`src/rtl/muldiv_unit_if.sv`:
```
// Request/response bundle between the execute stage and the RV32M multiply/divide engine.
interface muldiv_unit_if #(
    parameter int unsigned XLEN = 32
) ();
    logic            start_i;
    logic [2:0]      op_i;
    logic [XLEN-1:0] rs1_i;
    logic [XLEN-1:0] rs2_i;
    logic            flush_i;
    logic            busy_o;
    logic            valid_o;
    logic [XLEN-1:0] result_o;

    // Pipeline side: issues operations and observes stall/result
    modport master (
        output start_i, op_i, rs1_i, rs2_i, flush_i,
        input  busy_o, valid_o, result_o
    );

    // Engine side
    modport slave (
        input  start_i, op_i, rs1_i, rs2_i, flush_i,
        output busy_o, valid_o, result_o
    );
endinterface

```
`src/rtl/muldiv_unit.sv`:
```
// Iterative radix-2 RV32M multiply/divide engine. Works on operand magnitudes for
// XLEN cycles, applies the sign in a dedicated FIX cycle, then pulses valid_o.
// Divide-by-zero and signed overflow bypass the iteration entirely.
module muldiv_unit #(
    parameter int unsigned XLEN = 32
) (
    input  logic         clk_i,
    input  logic         rstn_i,
    muldiv_unit_if.slave bus
);
    localparam int unsigned CW = $clog2(XLEN);

    typedef enum logic [1:0] {S_IDLE, S_CALC, S_FIX, S_DONE} state_t;

    state_t          r_state;
    logic [2:0]      r_op;
    logic            r_neg;
    logic [CW-1:0]   r_count;
    logic [XLEN-1:0] r_opnd;   // multiplicand |A| for multiply, divisor |B| for divide
    logic [XLEN-1:0] r_hi;     // product high half / partial remainder
    logic [XLEN-1:0] r_lo;     // multiplier->product low half / dividend->quotient
    logic [XLEN-1:0] r_result;
    logic            r_valid;

    logic            w_a_signed, w_b_signed, w_a_neg, w_b_neg, w_neg;
    logic [XLEN-1:0] w_a_mag, w_b_mag;
    logic            w_div_zero, w_div_ovf, w_special;
    logic [XLEN-1:0] w_special_res;
    logic [XLEN:0]   w_sum;
    logic [XLEN-1:0] w_mul_hi, w_mul_lo;
    logic [XLEN:0]   w_rem_sh, w_trial;
    logic            w_qbit;
    logic [XLEN-1:0] w_div_hi, w_div_lo;
    logic [2*XLEN-1:0] w_prod_s;
    logic [XLEN-1:0] w_quo_s, w_rem_s, w_fix_res;

    // Operand decode at issue: signedness, magnitudes, special-case detection
    always_comb begin
        w_a_signed = bus.op_i[2] ? !bus.op_i[0] : (bus.op_i != 3'd3);
        w_b_signed = bus.op_i[2] ? !bus.op_i[0] : !bus.op_i[1];
        w_a_neg    = w_a_signed & bus.rs1_i[XLEN-1];
        w_b_neg    = w_b_signed & bus.rs2_i[XLEN-1];
        w_a_mag    = w_a_neg ? -bus.rs1_i : bus.rs1_i;
        w_b_mag    = w_b_neg ? -bus.rs2_i : bus.rs2_i;
        // Remainder follows the dividend sign; everything else the sign product
        w_neg      = (bus.op_i[2] & bus.op_i[1]) ? w_a_neg : (w_a_neg ^ w_b_neg);
        w_div_zero = bus.op_i[2] & (bus.rs2_i == '0);
        w_div_ovf  = bus.op_i[2] & !bus.op_i[0] &
                     (bus.rs1_i == {1'b1, {(XLEN-1){1'b0}}}) & (bus.rs2_i == '1);
        w_special  = w_div_zero | w_div_ovf;
        if (w_div_zero) begin
            w_special_res = bus.op_i[1] ? bus.rs1_i : '1;
        end else begin
            w_special_res = bus.op_i[1] ? '0 : bus.rs1_i;
        end
    end

    // One shift-add or restoring-subtract step on the magnitude registers
    always_comb begin
        w_sum    = r_lo[0] ? ({1'b0, r_hi} + {1'b0, r_opnd}) : {1'b0, r_hi};
        w_mul_hi = w_sum[XLEN:1];
        w_mul_lo = {w_sum[0], r_lo[XLEN-1:1]};
        // r_hi < divisor always holds, so bit XLEN of the trial is a clean borrow flag
        w_rem_sh = {r_hi, r_lo[XLEN-1]};
        w_trial  = w_rem_sh - {1'b0, r_opnd};
        w_qbit   = !w_trial[XLEN];
        w_div_hi = w_qbit ? w_trial[XLEN-1:0] : w_rem_sh[XLEN-1:0];
        w_div_lo = {r_lo[XLEN-2:0], w_qbit};
    end

    // Sign fix-up and result-half selection used in the FIX cycle
    always_comb begin
        w_prod_s = r_neg ? -{r_hi, r_lo} : {r_hi, r_lo};
        w_quo_s  = r_neg ? -r_lo : r_lo;
        w_rem_s  = r_neg ? -r_hi : r_hi;
        case (r_op)
            3'd0:                w_fix_res = w_prod_s[XLEN-1:0];
            3'd1, 3'd2, 3'd3:    w_fix_res = w_prod_s[2*XLEN-1:XLEN];
            3'd4, 3'd5:          w_fix_res = w_quo_s;
            default:             w_fix_res = w_rem_s;
        endcase
    end

    // Control FSM with registered result/valid; flush overrides every state
    always_ff @(posedge clk_i or negedge rstn_i) begin
        if (!rstn_i) begin
            r_state  <= S_IDLE;
            r_op     <= '0;
            r_neg    <= 1'b0;
            r_count  <= '0;
            r_opnd   <= '0;
            r_hi     <= '0;
            r_lo     <= '0;
            r_result <= '0;
            r_valid  <= 1'b0;
        end else begin
            r_valid <= 1'b0;
            if (bus.flush_i) begin
                r_state <= S_IDLE;
            end else begin
                case (r_state)
                    S_IDLE: begin
                        if (bus.start_i) begin
                            r_op  <= bus.op_i;
                            r_neg <= w_neg;
                            if (w_special) begin
                                r_result <= w_special_res;
                                r_valid  <= 1'b1;
                                r_state  <= S_DONE;
                            end else begin
                                r_hi    <= '0;
                                r_lo    <= bus.op_i[2] ? w_a_mag : w_b_mag;
                                r_opnd  <= bus.op_i[2] ? w_b_mag : w_a_mag;
                                r_count <= '0;
                                r_state <= S_CALC;
                            end
                        end
                    end
                    S_CALC: begin
                        r_hi    <= r_op[2] ? w_div_hi : w_mul_hi;
                        r_lo    <= r_op[2] ? w_div_lo : w_mul_lo;
                        r_count <= r_count + CW'(1);
                        if (r_count == CW'(XLEN-1)) begin
                            r_state <= S_FIX;
                        end
                    end
                    S_FIX: begin
                        r_result <= w_fix_res;
                        r_valid  <= 1'b1;
                        r_state  <= S_DONE;
                    end
                    default: begin
                        r_state <= S_IDLE;
                    end
                endcase
            end
        end
    end

    // Stall request: covers the accepting IDLE cycle through FIX, never during a flush
    always_comb begin
        bus.busy_o = !bus.flush_i &
                     (((r_state == S_IDLE) & bus.start_i) | (r_state == S_CALC) | (r_state == S_FIX));
    end

    assign bus.valid_o  = r_valid;
    assign bus.result_o = r_result;
endmodule

```
`src/flat_wrapper.sv`:
```
// flat-port wrapper written by rule: the top's interface ports become plain ports
module muldiv_unit_flat 
#(
    parameter int unsigned XLEN = 32
)
  (clk_i, rstn_i, bus_start_i, bus_op_i, bus_rs1_i, bus_rs2_i, bus_flush_i, bus_busy_o, bus_valid_o, bus_result_o);
  muldiv_unit_if #(.XLEN(XLEN)) bus_i ();
  input  logic clk_i;
  input  logic rstn_i;
  input wire logic [$bits(bus_i.start_i)-1:0] bus_start_i;
  input wire logic [$bits(bus_i.op_i)-1:0] bus_op_i;
  input wire logic [$bits(bus_i.rs1_i)-1:0] bus_rs1_i;
  input wire logic [$bits(bus_i.rs2_i)-1:0] bus_rs2_i;
  input wire logic [$bits(bus_i.flush_i)-1:0] bus_flush_i;
  output wire logic [$bits(bus_i.busy_o)-1:0] bus_busy_o;
  output wire logic [$bits(bus_i.valid_o)-1:0] bus_valid_o;
  output wire logic [$bits(bus_i.result_o)-1:0] bus_result_o;
  assign bus_i.start_i = bus_start_i;
  assign bus_i.op_i = bus_op_i;
  assign bus_i.rs1_i = bus_rs1_i;
  assign bus_i.rs2_i = bus_rs2_i;
  assign bus_i.flush_i = bus_flush_i;
  assign bus_busy_o = bus_i.busy_o;
  assign bus_valid_o = bus_i.valid_o;
  assign bus_result_o = bus_i.result_o;
  muldiv_unit #(.XLEN(XLEN)) u_core (.clk_i(clk_i), .rstn_i(rstn_i), .bus(bus_i));
endmodule
```
`config.mk`:
```
export PLATFORM = sky130hd
export DESIGN_NAME = muldiv_unit_flat
export DESIGN_NICKNAME = d
export VERILOG_FILES = /design/src/rtl/muldiv_unit_if.sv /design/src/rtl/muldiv_unit.sv /design/src/flat_wrapper.sv
export SDC_FILE = /design/constraint.sdc
export NUM_CORES = 1
export LEC_CHECK = 0
export ABC_CLOCK_PERIOD_IN_PS = 3400
export CAP_MARGIN = 30
export CORE_MARGIN = 2
export CORE_UTILIZATION = 40
export DETAILED_ROUTE_END_ITERATION = 7
export PLACE_DENSITY = 0.59
export SLEW_MARGIN = 20
export SYNTH_ARGS = -nofsm -noshare
export SYNTH_HDL_FRONTEND = slang
export SYNTH_SLANG_ARGS = --single-unit
export TNS_END_PERCENT = 5
```
`constraint.sdc`:
```
create_clock -name clk_i -period 3.4 [get_ports clk_i]
set_input_delay 0.34 -clock clk_i [delete_from_list [all_inputs] [get_ports clk_i]]
set_output_delay 0.34 -clock clk_i [all_outputs]
set_load 0.02 [all_outputs]
```
# == Word level (Yosys, flattened, before mapping) ==
# Cells that the tools add are included.
# word_totals
inputBits,71
latchBits,0
mem_count,0
mem_bits_ro,0
mem_bits_rw,0
register_bits,140
elab_cells,103
# classes
mul,0
addsub,8
reduce_logical,16
mux,39
n_bitwise,15
n_div,0
magnitude_cmp,0
eq_ne,16
shift,0
# ops
op,n
$mux 32,18
$pmux 32 s2,3
$neg 32->32,4
$pmux 32 s3,1
$eq 32x32->1 const B,2
$mux 64,1
$neg 64->64,1
$add 32x32->33,1
$mux 33,1
$sub 33x32->33,1
$logic_not 32->1,1
$reduce_and 4->1,3
$mux 5,2
$pmux 5 s2,1
$and 1x1->1,9
$mux 2,4
$eq 3x2->1 const B,2
$eq 3x3->1 const B,2
$mux 1,6
$ne 3x2->1 const B,2
$pmux 2 s3,1
$add 5x1->5 const B,1
$eq 5x5->1 const B,1
$logic_not 1->1,4
other kinds (17),22

# == Logic depth before layout (Yosys ltp) ==
# depth
ltp_word,9
depth_mapped,14
mapped_depth_nobuf,12

# == Worst setup path after synthesis ==
# Ideal clock, no wire load.
# synth_path
path_type,register -> register
start,register u_core.r_lo[0]
end,"register u_core.r_result[28], in the netlist u_core.bus.result_o[28]"
setup_ns,0.064
path_stages_with_launch,14
t_required_ns,3.336
t_arrival_ns,3.273
path_slack_ns,0.063
synth_period_minus_slack_ns,3.337
cell_sequence,dfrtp_1 clkbuf_1 inv_1 clkbuf_1 ha_1 or3b_2 or2_0 and4b_1 a21oi_1 o41ai_2 xnor2_1 nand2_1 a311oi_1 a21o_1
# synth_via
elab_chain_cells,4
elab_cells_between_ends,6
classes_between,add/sub (2); mux (4)
# synth_rtl
item,line_no,text
"start, declared",muldiv_unit.sv:21,logic [XLEN-1:0] r_lo;
"start signal, assigned",muldiv_unit.sv:112,r_lo <= bus.op_i[2] ? w_a_mag : w_b_mag;
"start signal, assigned",muldiv_unit.sv:121,r_lo <= r_op[2] ? w_div_lo : w_mul_lo;
$neg 64->64 / $neg 32->32 (equally long branches),"muldiv_unit.sv:73, muldiv_unit.sv:74",
$mux 64 / $mux 32 (equally long branches),"muldiv_unit.sv:73, muldiv_unit.sv:74",
$pmux 32 s3 (*),muldiv_unit.sv:76,case (r_op)
$pmux 32 s2 (*),muldiv_unit.sv:101,case (r_state)
"end signal, assigned",muldiv_unit.sv:107,r_result <= w_special_res;
"end signal, assigned",muldiv_unit.sv:128,r_result <= w_fix_res;
"end, declared",muldiv_unit.sv:22,logic [XLEN-1:0] r_result;
# Mark *: on every way between the ends. The rest lies on a longest branch, timed or not.
# A chain may end at the register's enable or synchronous reset.

# == Worst setup path in the final report ==
# layout_path
start,register u_core.r_hi[25]
end,"register u_core.r_result[30], in the netlist u_core.bus.result_o[30]"
# layout_via
elab_chain_cells,4
elab_cells_between_ends,6
classes_between,add/sub (2); mux (4)
# layout_rtl
item,line_no,text
"start, declared",muldiv_unit.sv:20,logic [XLEN-1:0] r_hi;
"start signal, assigned",muldiv_unit.sv:120,r_hi <= r_op[2] ? w_div_hi : w_mul_hi;
$neg 64->64 / $neg 32->32 (equally long branches),"muldiv_unit.sv:73, muldiv_unit.sv:75",
$mux 64 / $mux 32 (equally long branches),"muldiv_unit.sv:73, muldiv_unit.sv:75",
$pmux 32 s3 (*),muldiv_unit.sv:76,
$pmux 32 s2 (*),muldiv_unit.sv:101,
# Marks and branches as above.

==> flow_metrics.env <==
export IMPL_gp_congestion=0.980
export IMPL_worstHoldPathType="input pin to async pin"
export IMPL_antenna_found_initial=2
export IMPL_grt_pass1_vias=16400
export IMPL_finClkSkew_ns=0.0143
export IMPL_timing_worst_slew_pin_value_ns=0.841
export IMPL_post_drt_wl_per_cell_microns=23.7
export IMPL_final_cell_mix="buf_4 (253), a21oi_1 (213), nand2_1 (209)"
export IMPL_drv_cap=0
export IMPL_leakage_nw=8.17
export IMPL_dp_hpwl_microns=53700
export IMPL_cp_arrival_ns=3.67
export IMPL_cts_buffers=17
export IMPL_syn_area_per_cell_sq_um=7.48
export IMPL_whs_ns=0.382
export IMPL_slew_viol_final=0
export IMPL_die_h_microns=200
export IMPL_ys_flop_type="dfrtp_1"
export IMPL_syn_inst=2060
export IMPL_diodes=0
export IMPL_core_sq_um=37800
export IMPL_synth_distinct_cells=84
export IMPL_area_delta_synth_final_pct=25.7
export IMPL_worst_path_max_fanout=5
export IMPL_grt_pass1_wl_microns=101000
export IMPL_max_slew_margin_pct=43.8
export IMPL_clkLatencyLatePin_ns=0.47
export IMPL_cts_root_buf="clkbuf_16"
export IMPL_final_antenna_net_count=0
export IMPL_setup_viol=0
export IMPL_drive_gt1_share_pct=16.9
export IMPL_cts_sinks=140
export IMPL_overflow=0
export IMPL_wl_microns=67000
export IMPL_drc=0
export IMPL_reg2reg_slack_ns=0.08
export IMPL_hold_viol_final=0
export IMPL_die_area_sq_um=40100
export IMPL_start_kind="flop"
export IMPL_final_nets=2452
export IMPL_viasPerCell=6.08
export IMPL_synth_top_area_share_pct=22.7
export IMPL_crit_path_end_kind="flop"
export IMPL_die_w_microns=200
export IMPL_yosys_warnings=0
export IMPL_fin_tns_setup_ns=0
export IMPL_power_density_nw_per_um2=1070
export IMPL_yosysSeqAreaShare_pct=22.7
export IMPL_ctsLongestPathBuffers=2
export IMPL_boundaryPins=105
export IMPL_vias=17200
export IMPL_io_buffers=104
export IMPL_tritoncts="done"
export IMPL_vdd_drop_max_mv=0.469
export IMPL_period_needed_ns=3.32
export IMPL_syn_area_sq_um=15400
export IMPL_grt_max_degree=89
export IMPL_initial_core_util_pct=40.7
export IMPL_cts_htree_levels=4
export IMPL_rsz0062_at_grt="yes"
export IMPL_std_cell_rows=71
export IMPL_dr_first_iter_drc_count=1939
export IMPL_synthArstFlopShare_pct=100
export IMPL_clkTransAtPathRegs_ns=0.07
export IMPL_ys_ff_latch=140
export IMPL_cts_setup_buffers=0
export IMPL_final_common_cell="buf_4"
export IMPL_p_total_mw=20.8
export IMPL_syn_num_nets=2208
export IMPL_yosysTopAreaCell="dfrtp_1"
export IMPL_critPathRequiredTime_ns=3.75
export IMPL_status="complete, no violations"
export IMPL_reg2regPathDepth=11
export IMPL_worstSetupPathType="flop to flop"
export IMPL_track_usage_pct=32.8
export IMPL_max_freq_ghz=0.301
export IMPL_synth_edff_count=0
export IMPL_period_share_pct=97.7
export IMPL_first_pass_iters=5
export IMPL_synth_area_top_cells="dfrtp_1 (23%), a21oi_1 (7.0%), ha_1 (6.1%), xnor2_1 (6.1%), o21ai_0 (5.2%)"
[routing by layer]
layer  track usage [%]  share of wire [%]  up-vias
met5                 0              0.036        -
met4              13.0                4.0        4
met3              8.43                9.4      148
met2              50.3                 44      776
met1              43.9                 43     8239
li1                  -                  -     8039
[path summary, 6_finish.rpt]
kind / from / end
hold / removal: rstn_i / u_core.bus.result_o[19]
max in group asynchronous: rstn_i / u_core.r_count[1]
hold reg to reg: u_core.bus.result_o[30] / u_core.bus.result_o[30]
setup reg to reg: u_core.r_hi[25] / u_core.bus.result_o[30]
setup / recovery: u_core.r_hi[25] / u_core.bus.result_o[30]
min in group clk_i: u_core.bus.result_o[30] / u_core.bus.result_o[30]
[worst max-delay path, cell delays in order, from the launching register on]
cell and delay [ns]:
dfrtp_1 0.55, or3_1 0.51, or3_1 0.40, or3_1 0.38, o31ai_1 0.39, buf_4 0.20, nand2_1 0.04, a21oi_1 0.13
o221ai_1 0.14, a211oi_2 0.25, buf_4 0.16, o31ai_1 0.06
[kinds of logic (layout without fill, tap and decap cells)]
group           count (synthesis)  count (layout)  synth area share (%)
xor+xnor                      173             173                  9.83
flops                         140             140                  22.7
simple gates                  672             672                  21.1
buf+inv                       220             477                  5.71
fa+ha+maj                      78              78                  6.41
compound gates                697             697                  28.7
mux                            80              80                  5.53
[state kept, by name, summed over array words and instances, names as in the netlist]
register and count:
u_core.bus.result_o 32, u_core.r_hi 32, u_core.r_lo 32, u_core.r_opnd 32, u_core.r_count 5, u_core.r_op 3
u_core.r_state 2, u_core.bus.valid_o 1, u_core.r_neg 1
[power by group]
group / switching, mW / internal (mW) / total (mW)
clock network: 0.884 / 1.14 / 2.02
registers: 1.09 / 2.38 / 3.46
logic: 8.96 / 6.31 / 15.3
[cell usage after synthesis (17+ instances only)]
cell type  count
xnor2_1      107
nand2b_1      23
mux2i_1       42
a21o_1        32
nand4_1       26
nor2_1       180
or3_1         25
o31ai_1       57
clkbuf_1     113
and3_1        17
dfrtp_1      140
ha_1          75
buf_2         19
nand3_1       40
a31oi_1       23
a21oi_1      216
nand2_1      210
a211oi_1      44
o21ai_0      159
nor3_1        44
o221ai_1      27
xor2_1        66
nor4_1        20
mux2_2        37
inv_1         71
[repair_timing]
item	in CTS	in global routing
resized for setup	0	18
hold buffers	1	0
hold endpoints to repair	44	0
endpoints found under the setup margin	0	23
[cell type report]
type                    instances  area (sq um)
clock buffers                  19           453
clock inverters                13           155
fillers                      3776         18500
inverters                      73           274
multi-input cells            1700         11100
flip-flops and latches        140          3510
well taps                     511           639
repair buffers                372          3230
[stage by stage]
stage / std cells / worst slack [ns] / utilization, % / instance area, sq um
finish: 2828 / 0.0792 / 51.2 / 19400
global route: 2828 / -0.0280 / 51.2 / 19400
CTS: 2828 / 0.0277 / 51.0 / 19300
detailed placement: 2795 / -0.142 / 49.4 / 18700
global placement: 2795 / -0.158 / 49.4 / 18700
floorplan: 2060 / 0.0629 / - / 15400
No activity file was read; power rests on OpenSTA's default activity.
